--- src/rtl/load_store_unit.sv ---
// Load/store sequencer between the memory pipeline stage and a byte-addressed,
// little-endian, 4-byte-wide data memory; read-modify-write for SB/SH.
module load_store_unit #(
    parameter int ADDR_W = 12
) (
    input  logic              clk,
    input  logic              rst_n,
    input  logic              req_valid,
    output logic              req_ready,
    input  logic              req_we,
    input  logic [2:0]        req_funct3,
    input  logic [31:0]       req_addr,
    input  logic [31:0]       req_wdata,
    output logic              resp_valid,
    output logic [31:0]       resp_rdata,
    output logic              resp_err,
    output logic [ADDR_W-1:0] mem_addr,
    output logic [31:0]       mem_dataW,
    output logic              mem_memR,
    output logic              mem_memW,
    input  logic [31:0]       mem_dataR
);

    typedef enum logic [1:0] {IDLE, READ, WRITE, RESP} state_t;

    // highest address whose 4-byte access still fits in the memory
    localparam logic [ADDR_W-1:0] ADDR_MAX = {{(ADDR_W-2){1'b1}}, 2'b00};

    state_t      state, state_nx;
    logic        rdy_q;
    logic        we_q;
    logic [2:0]  f3_q;
    logic [15:0] wdata_q;
    logic        accept;
    logic        f3_bad, misal, range_bad, req_err;
    logic [31:0] load_ext;
    logic [31:0] store_merge;

    assign req_ready  = rdy_q && (state == IDLE);
    assign accept     = req_valid && req_ready;
    assign mem_memR   = (state == READ);
    assign mem_memW   = (state == WRITE);
    assign resp_valid = (state == RESP);

    always_comb begin
        f3_bad = 1'b0;
        case (req_funct3)
            3'b000, 3'b001, 3'b010: f3_bad = 1'b0;
            3'b100, 3'b101:         f3_bad = req_we;
            default:                f3_bad = 1'b1;
        endcase
        misal     = ((req_funct3[1:0] == 2'b01) && req_addr[0]) ||
                    ((req_funct3[1:0] == 2'b10) && (req_addr[1:0] != 2'b00));
        range_bad = (req_addr[31:ADDR_W] != '0) || (req_addr[ADDR_W-1:0] > ADDR_MAX);
        req_err   = f3_bad || misal || range_bad;
    end

    always_comb begin
        load_ext = mem_dataR;
        case (f3_q[1:0])
            2'b00:   load_ext = {{24{~f3_q[2] & mem_dataR[7]}}, mem_dataR[7:0]};
            2'b01:   load_ext = {{16{~f3_q[2] & mem_dataR[15]}}, mem_dataR[15:0]};
            default: load_ext = mem_dataR;
        endcase
        store_merge = f3_q[0] ? {mem_dataR[31:16], wdata_q[15:0]}
                              : {mem_dataR[31:8], wdata_q[7:0]};
    end

    always_comb begin
        state_nx = state;
        case (state)
            IDLE: begin
                if (accept) begin
                    if (req_err)
                        state_nx = RESP;
                    else if (req_we && (req_funct3[1:0] == 2'b10))
                        state_nx = WRITE;
                    else
                        state_nx = READ;
                end
            end
            READ:    state_nx = we_q ? WRITE : RESP;
            WRITE:   state_nx = RESP;
            RESP:    state_nx = IDLE;
            default: state_nx = IDLE;
        endcase
    end

    always_ff @(posedge clk or negedge rst_n) begin
        if (!rst_n) begin
            state <= IDLE;
            rdy_q <= 1'b0;
        end else begin
            state <= state_nx;
            rdy_q <= 1'b1;
        end
    end

    always_ff @(posedge clk or negedge rst_n) begin
        if (!rst_n) begin
            we_q       <= 1'b0;
            f3_q       <= '0;
            wdata_q    <= '0;
            resp_rdata <= '0;
            resp_err   <= 1'b0;
            mem_addr   <= '0;
            mem_dataW  <= '0;
        end else begin
            if (accept) begin
                we_q       <= req_we;
                f3_q       <= req_funct3;
                wdata_q    <= req_wdata[15:0];
                resp_err   <= req_err;
                resp_rdata <= '0;
                if (!req_err) begin
                    mem_addr <= req_addr[ADDR_W-1:0];
                    if (req_we && (req_funct3[1:0] == 2'b10))
                        mem_dataW <= req_wdata;
                end
            end
            // the read word is consumed here, so WRITE drives a registered merge
            if (state == READ) begin
                if (we_q)
                    mem_dataW <= store_merge;
                else
                    resp_rdata <= load_ext;
            end
        end
    end

endmodule

--- config.mk ---
export PLATFORM = sky130hd
export DESIGN_NAME = load_store_unit
export DESIGN_NICKNAME = d
export VERILOG_FILES = /design/src/rtl/load_store_unit.sv
export SDC_FILE = /design/constraint.sdc
export NUM_CORES = 1
export LEC_CHECK = 0
export ABC_AREA = 1
export CAP_MARGIN = 0
export CELL_PAD_IN_SITES_DETAIL_PLACEMENT = 0
export CELL_PAD_IN_SITES_GLOBAL_PLACEMENT = 1
export CORE_ASPECT_RATIO = 1.4
export CORE_UTILIZATION = 32
export DETAILED_ROUTE_END_ITERATION = 8
export PLACE_DENSITY = 0.79
export SLEW_MARGIN = 0
export SYNTH_ARGS = -nofsm -noshare
export SYNTH_HDL_FRONTEND = slang
export SYNTH_SLANG_ARGS = --single-unit
--- constraint.sdc ---
create_clock -name clk -period 2.5 [get_ports clk]
set_clock_uncertainty 0.15 [all_clocks]
set_input_delay 0.5 -clock clk [delete_from_list [all_inputs] [get_ports clk]]
set_output_delay 0.5 -clock clk [all_outputs]
set_load 0.02 [all_outputs]
==> results of run 1 <==
what timing repair did:
action,4_1_cts,5_1_grt
cloned,0,0
endpoints found under the hold margin,0,0
endpoints found under the setup margin,1,1
resized for setup,1,1
registers in the layout, indices dropped and copies added (netlist names):
signal,count
f3_q,3
mem_addr,12
mem_dataW,32
rdy_q,1
resp_err,1
resp_rdata,32
state,2
wdata_q,16
we_q,1
final timing paths:
check | start | end | slack, ns | cells after the start
worst max-delay path | state[0] | mem_memW | 0.11 | 3
worst min-delay path | rst_n | mem_dataW[2] | -0.01 | 1
worst max register to register | state[0] | state[1] | 0.41 | 10
worst min register to register | wdata_q[5] | wdata_q[5] | 0.33 | 2
max in group asynchronous | rst_n | resp_rdata[6] | 1.56 | 2
min in group clk | wdata_q[5] | wdata_q[5] | 0.33 | 2
through the flow:
step           total power [W]  utilization (%)  std cells  hold slack, ns
6_report               0.00851             48.5       1032        -0.00977
5_1_grt                0.00916             48.5       1032          0.0305
4_1_cts                0.00862             48.5       1032         0.00181
3_5_place_dp           0.00704             46.4       1016           0.316
3_3_place_gp           0.00693             46.4       1016           0.313
2_1_floorplan          0.00514                -        656          0.0544
logic make-up after synthesis:
group	Yosys count
adder cells (fa/ha/maj)	5
other	1
AO/OA/AOI/OAI	99
buffers and inverters	150
flip-flops	100
AND/OR/NAND/NOR	301
per-layer routing:
layer	GRT usage, %	vias up
li1	-	2395
met1	23.7	2274
met2	32.9	178
met3	3.87	25
met4	7.57	0
met5	0	-
final cells by class:
class                           instances  area (um2)
Tap cell                              196         245
Multi-Input combinational cell        406        1980
Clock inverter                          6        95.1
Clock buffer                           10         239
Sequential cell                       100        2500
Inverter                              113         424
Timing Repair Buffer                  201        2050
Fill cell                            1532        8000
power groups by stage:
stage | sequential [W] | combinational, W | clock, W
final | 0.00278 | 0.00419 | 0.00154
after global routing | 0.00287 | 0.00463 | 0.00166
after CTS | 0.00279 | 0.00424 | 0.00159
after detailed placement | 0.00281 | 0.00423 | 0
after global placement | 0.00278 | 0.00415 | 0
after floorplan | 0.00333 | 0.00181 | 0
worst max-delay path: stages (launching register included):
cell and delay [ns]:
dfrtp_1 0.40, inv_1 0.14, ha_1 0.20, clkdlybuf4s50_1 0.66
layout by cell type, fill, tap and decap left out, types with 2 or more instances in the layout:
master / instances
buf_12: 7
clkbuf_16: 9
clkdlybuf4s50_1: 180
dfrtp_1: 100
clkinv_4: 2
bufinv_16: 2
or2_2: 13
nand3_1: 54
buf_4: 12
a21oi_1: 34
a31o_2: 19
o21ai_0: 42
nand4_1: 13
nand2_1: 176
inv_6: 2
nor2_1: 33
nor2_4: 4
ha_1: 5
nand2_2: 2
inv_1: 113
==> run metrics, run 1 <==
post-synthesis cell type count=28; number of antenna diodes=0; CTS root buf=clkbuf_16; die area=16400 um2; Routed WL per cell=14.9 um; I/O Pins=184; Net Sw Frac=39.1%; post-synth top area share=49.2%; combinational share of power=49.2%; Synth Area in Adders=1.23%; CTS clk-pin slew, worst paths=0.07 ns; post-synth top area cell=dfrtp_1; Detailed Place HPWL=11200 um; Slew Limit Headroom=56.2%; P&R area growth vs syn=48.4%; drt drc=0; fin worst setup slack=0.109 ns; GRT overflow=0; Crit. End Element=output port; H-tree Lvls=3; clk_lat worst skew=0.33 ns; synthesized net count=764; critical-path maximum fanout=4; Worst VDD drop=0.737 mV; WL met2=7680 um; initial antenna violation count=0; max-cap violation count=0; #FFs+latches synth=100; pin count of the biggest net entering global routing=49; Main synth FF type=dfrtp_1; setup_tns=0 ns; largest family of logic cells by synthesized area=simple AND/OR/NAND/NOR gates; Initial Utilization=32.7%; clock share of power=18.1%; GR Util All Layers=19.3%; quantity of hold-fixing buffers added after cts=0; RSZ-0062 raised after global routing=no; Post-CTS Setup Bufs=0; final setup violation count=0; Flop pwr share=32.7%; Starting DRT DRC Count=250; core box area=15500 um2; layout cells sized above 1=9.33%; simple-gate area share of the yosys netlist=26.1%; cts bufs inserted=9; Die H=151 um; Avg Cell Area, Syn=7.75 um2; post-route ant nets=0; Leakage=3.82 nW; Final GP Congestion=0.835; Post-Route M1 WL=6260 um; Switch Pwr=0.00333 W; status=complete, but fails checks; post-route minimum period=2.39 ns; Worst EP arrival=1.74 ns; port bufs=183; drt first pass iters=5; Cell Area, Synth=5080 um2; fin area=7540 um2; vias per cell=4.72; Pwr per Cell Area=1130 nW/um2; Post-DP Area=7210 um2; FMAX=0.418 GHz; die width=109 um; Synthesis Warnings=0; fin. max-slew vios=0; global-route wire length before repair=24200 um; met3 WL=1080 um; pre-CTS WS=0.109 ns; most instantiated library cell after synthesis=nand2_1; CTS tree=done; Tightest Hold Check Type=in -> async; Num Clock Sinks=100; Worst setup SP type=flop; WHS=-0.00977 ns; period utilization=95.6%; CP Class=reg -> out; Post-Synthesis Cells=656; Compound-Gate Fraction of Synth Area=11.3%; vias in the first global route=4780; CTS Buffer Depth=2; DR top layer=met4; Vias=4872; Cell Int Power=0.00518 W; FP Rows=54; Seq/Total Area, Yosys=49.2%; asr flop ratio synth=100%; Final #Nets=939; violated checks=negative hold slack; area share of xor/xnor cells in the synthesized design=0%; CP Data Required Time=1.85 ns; Worst Tran Pin Value=0.656 ns; EDFF count, synth=0; list of most frequent post-synthesis cells=nand2_1, inv_1, dfrtp_1; multiplexer share of the synthesized area=0%; Post-Route WL=15400 um; top cells by area, synth=dfrtp_1, nand2_1, inv_1; final hold violation count=20
No activity file was read; power rests on OpenSTA's default activity.
==> inputs of run 2 (changes only) <==
--- a/config.mk
+++ b/config.mk
@@ -10,9 +10,11 @@
 export CELL_PAD_IN_SITES_DETAIL_PLACEMENT = 0
 export CELL_PAD_IN_SITES_GLOBAL_PLACEMENT = 1
 export CORE_ASPECT_RATIO = 1.4
+export CORE_MARGIN = 3
 export CORE_UTILIZATION = 32
 export DETAILED_ROUTE_END_ITERATION = 8
 export PLACE_DENSITY = 0.79
+export RECOVER_POWER = 50
 export SLEW_MARGIN = 0
 export SYNTH_ARGS = -nofsm -noshare
 export SYNTH_HDL_FRONTEND = slang
==> run 2 against run 1 <==
  * The flow now finishes without violations
  * Setup slack worse by 0.040 ns
  * Cell area is 0.48% lower
  * Fmax is 1.7% lower
  * Global-route usage is 1.2 points lower
  * Critical path type unchanged
  * Critical endpoint is now mem_memR
  * Largest cell class unchanged
==> run metrics, run 2 (synthesis gave the netlist of run 1 again) <==
die width=113 um (was 109 um); Final GP Congestion=0.817 (was 0.835); fin cells=1032 (unchanged); GR Util All Layers=18.1% (was 19.3%); status=complete, no violations (was complete, but fails checks); CTS tree=done (unchanged); Net Sw Frac=39.1% (about the same); pin count of the biggest net entering global routing=39 (was 49); Pwr per Cell Area=1120 nW/um2 (was 1130 nW/um2); clk_lat worst skew=0.34 ns (was 0.33 ns); CTS Buffer Depth=2 (unchanged); Leakage=3.77 nW (was 3.82 nW); post-route minimum period=2.43 ns (was 2.39 ns); Slew Limit Headroom=50.7% (was 56.2%); r2r startpoint=state[0] (unchanged); drt first pass iters=8 (was 5); Worst setup SP type=flop (unchanged); crit path from=state[1] (was state[0]); initial antenna violation count=0 (unchanged); P&R area growth vs syn=47.7% (was 48.4%); vias per cell=4.69 (was 4.72); final setup violation count=0 (unchanged); GRT overflow=0 (unchanged); commonest non-fill, non-tap cell in the layout=nand2_1 (was clkdlybuf4s50_1); Final #Nets=944 (was 939); CP Class=reg -> out (unchanged); number of antenna diodes=0 (unchanged); max-cap violation count=0 (unchanged); port bufs=183 (unchanged); combinational share of power=49.4% (was 49.2%); Worst VDD drop=0.578 mV (was 0.737 mV); CTS root buf=clkbuf_16 (unchanged); Post-Route WL=15800 um (was 15400 um); Switch Pwr=0.00328 W (was 0.00333 W); final hold violation count=0 (was 20); critical-path maximum fanout=4 (unchanged); CP Data Required Time=1.85 ns (about the same); post-route ant nets=0 (unchanged); period utilization=97.2% (was 95.6%); global-route wire length before repair=25400 um (was 24200 um); Worst EP arrival=1.78 ns (was 1.74 ns); CTS clk-pin slew, worst paths=0.07 ns (about the same); die area=17500 um2 (was 16400 um2); fin. max-slew vios=0 (unchanged); Starting DRT DRC Count=193 (was 250); total power=0.00838 W (was 0.00851 W); vias in the first global route=5013 (was 4780); cts bufs inserted=9 (unchanged); Cell Int Power=0.00510 W (was 0.00518 W); FMAX=0.411 GHz (was 0.418 GHz); Die H=155 um (was 151 um); clock share of power=17.6% (was 18.1%); Vias=4839 (was 4872); FP Rows=53 (was 54); Hold Crit Start=wdata_q[1]; Detailed Place HPWL=11900 um (was 11200 um); I/O Pins=184 (unchanged); Crit. End Element=output port (unchanged); Num Clock Sinks=100 (unchanged); placed instance count=1016 (unchanged); RSZ-0062 raised after global routing=no (unchanged); Tightest Hold Check Type=reg -> reg (was in -> async); Flop pwr share=33.0% (was 32.7%); Initial Utilization=33.2% (was 32.7%); Routed WL per cell=15.3 um (was 14.9 um); biggest regs=mem_dataW (32), resp_rdata (32), wdata_q (16) (unchanged); Worst Tran Pin Value=0.739 ns (was 0.656 ns); layout cells sized above 1=9.29% (was 9.33%); setup_tns=0 ns (unchanged); most frequent cells in the layout=nand2_1, clkdlybuf4s50_1, inv_1 (was clkdlybuf4s50_1, nand2_1, inv_1); drt drc=0 (unchanged); core box area=15300 um2 (was 15500 um2); Fillers=1539 (was 1532); fin area=7500 um2 (was 7540 um2); Post-DP Area=7220 um2 (was 7210 um2); H-tree Lvls=3 (unchanged)
run 2: cell types whose count changed in the layout (fill, tap and decap cells not counted), moves of 2 or more:
cell             previous run  this run
dlygate4sd3_1               0        28
clkbuf_1                    0         2
clkinvlp_4                  0         2
clkbuf_2                    0         4
buf_12                      7         5
inv_6                       2         0
clkdlybuf4s50_1           180       154
clkinv_4                    2         0
run 2: path summary, 6_finish.rpt:
path | to | slack, ns | cells after the start
worst max-delay path | mem_memR | 0.07 | 3
worst min register to register | wdata_q[1] | 0.34 | 2
min in group asynchronous | resp_rdata[3] | 0.60 | 2
worst max register to register | resp_rdata[13] | 0.28 | 9
max in group asynchronous | resp_rdata[30] | 0.53 | 3
worst min-delay path | wdata_q[1] | 0.34 | 2
run 2: power by group through the flow:
stage | sequential (W) | clock, W | combinational [W]
finish | 0.00277 | 0.00147 | 0.00414
global route | 0.00286 | 0.00158 | 0.00456
CTS | 0.00278 | 0.00151 | 0.00426
detailed placement | 0.00279 | 0 | 0.00424
global placement | 0.00277 | 0 | 0.00414
floorplan | 0.00333 | 0 | 0.00181
run 2: layout make-up:
cell class                      count  area, um2  share of cell area, %
Tap cell                          192        240                   3.20
Clock inverter                      4       75.1                   1.00
Timing Repair Buffer              206       2060                   27.4
Inverter                          113        424                   5.65
Sequential cell                   100       2500                   33.3
Multi-Input combinational cell    406       1970                   26.3
Clock buffer                       11        233                   3.10
run 2: per-stage QoR:
| step | hold slack (ns) | setup slack [ns] | util [%] |
|---|---|---|---|
| finish | 0.341 | 0.0692 | 49.0 |
| global route | 0.363 | 0.0106 | 49.0 |
| CTS | 0.340 | 0.0611 | 49.2 |
| detailed placement | 0.313 | 0.116 | 47.1 |
| global placement | 0.309 | 0.136 | 47.1 |
| floorplan | 0.0544 | 0.537 | - |
run 2: what timing repair did:
action                                  4_1_cts  5_1_grt
endpoints found under the hold margin        25        0
setup buffers                                 0        0
hold buffers                                  1        0
resized for setup                             1        0
endpoints found under the setup margin        1        0
run 2: critical path, cell delays in order, from the launching register on:
cell             delay, ns
dfrtp_1               0.40
inv_1                 0.14
ha_1                  0.27
clkdlybuf4s50_1       0.64
run 2: per-layer routing:
layer  up-vias  track usage (%)  part of all wire (%)
met2       159             32.6                    51
met3        18             4.75                   6.6
met1      2263             20.7                    40
met5         -                0                     0
met4         0             5.90                   2.0
li1       2399                -                     -
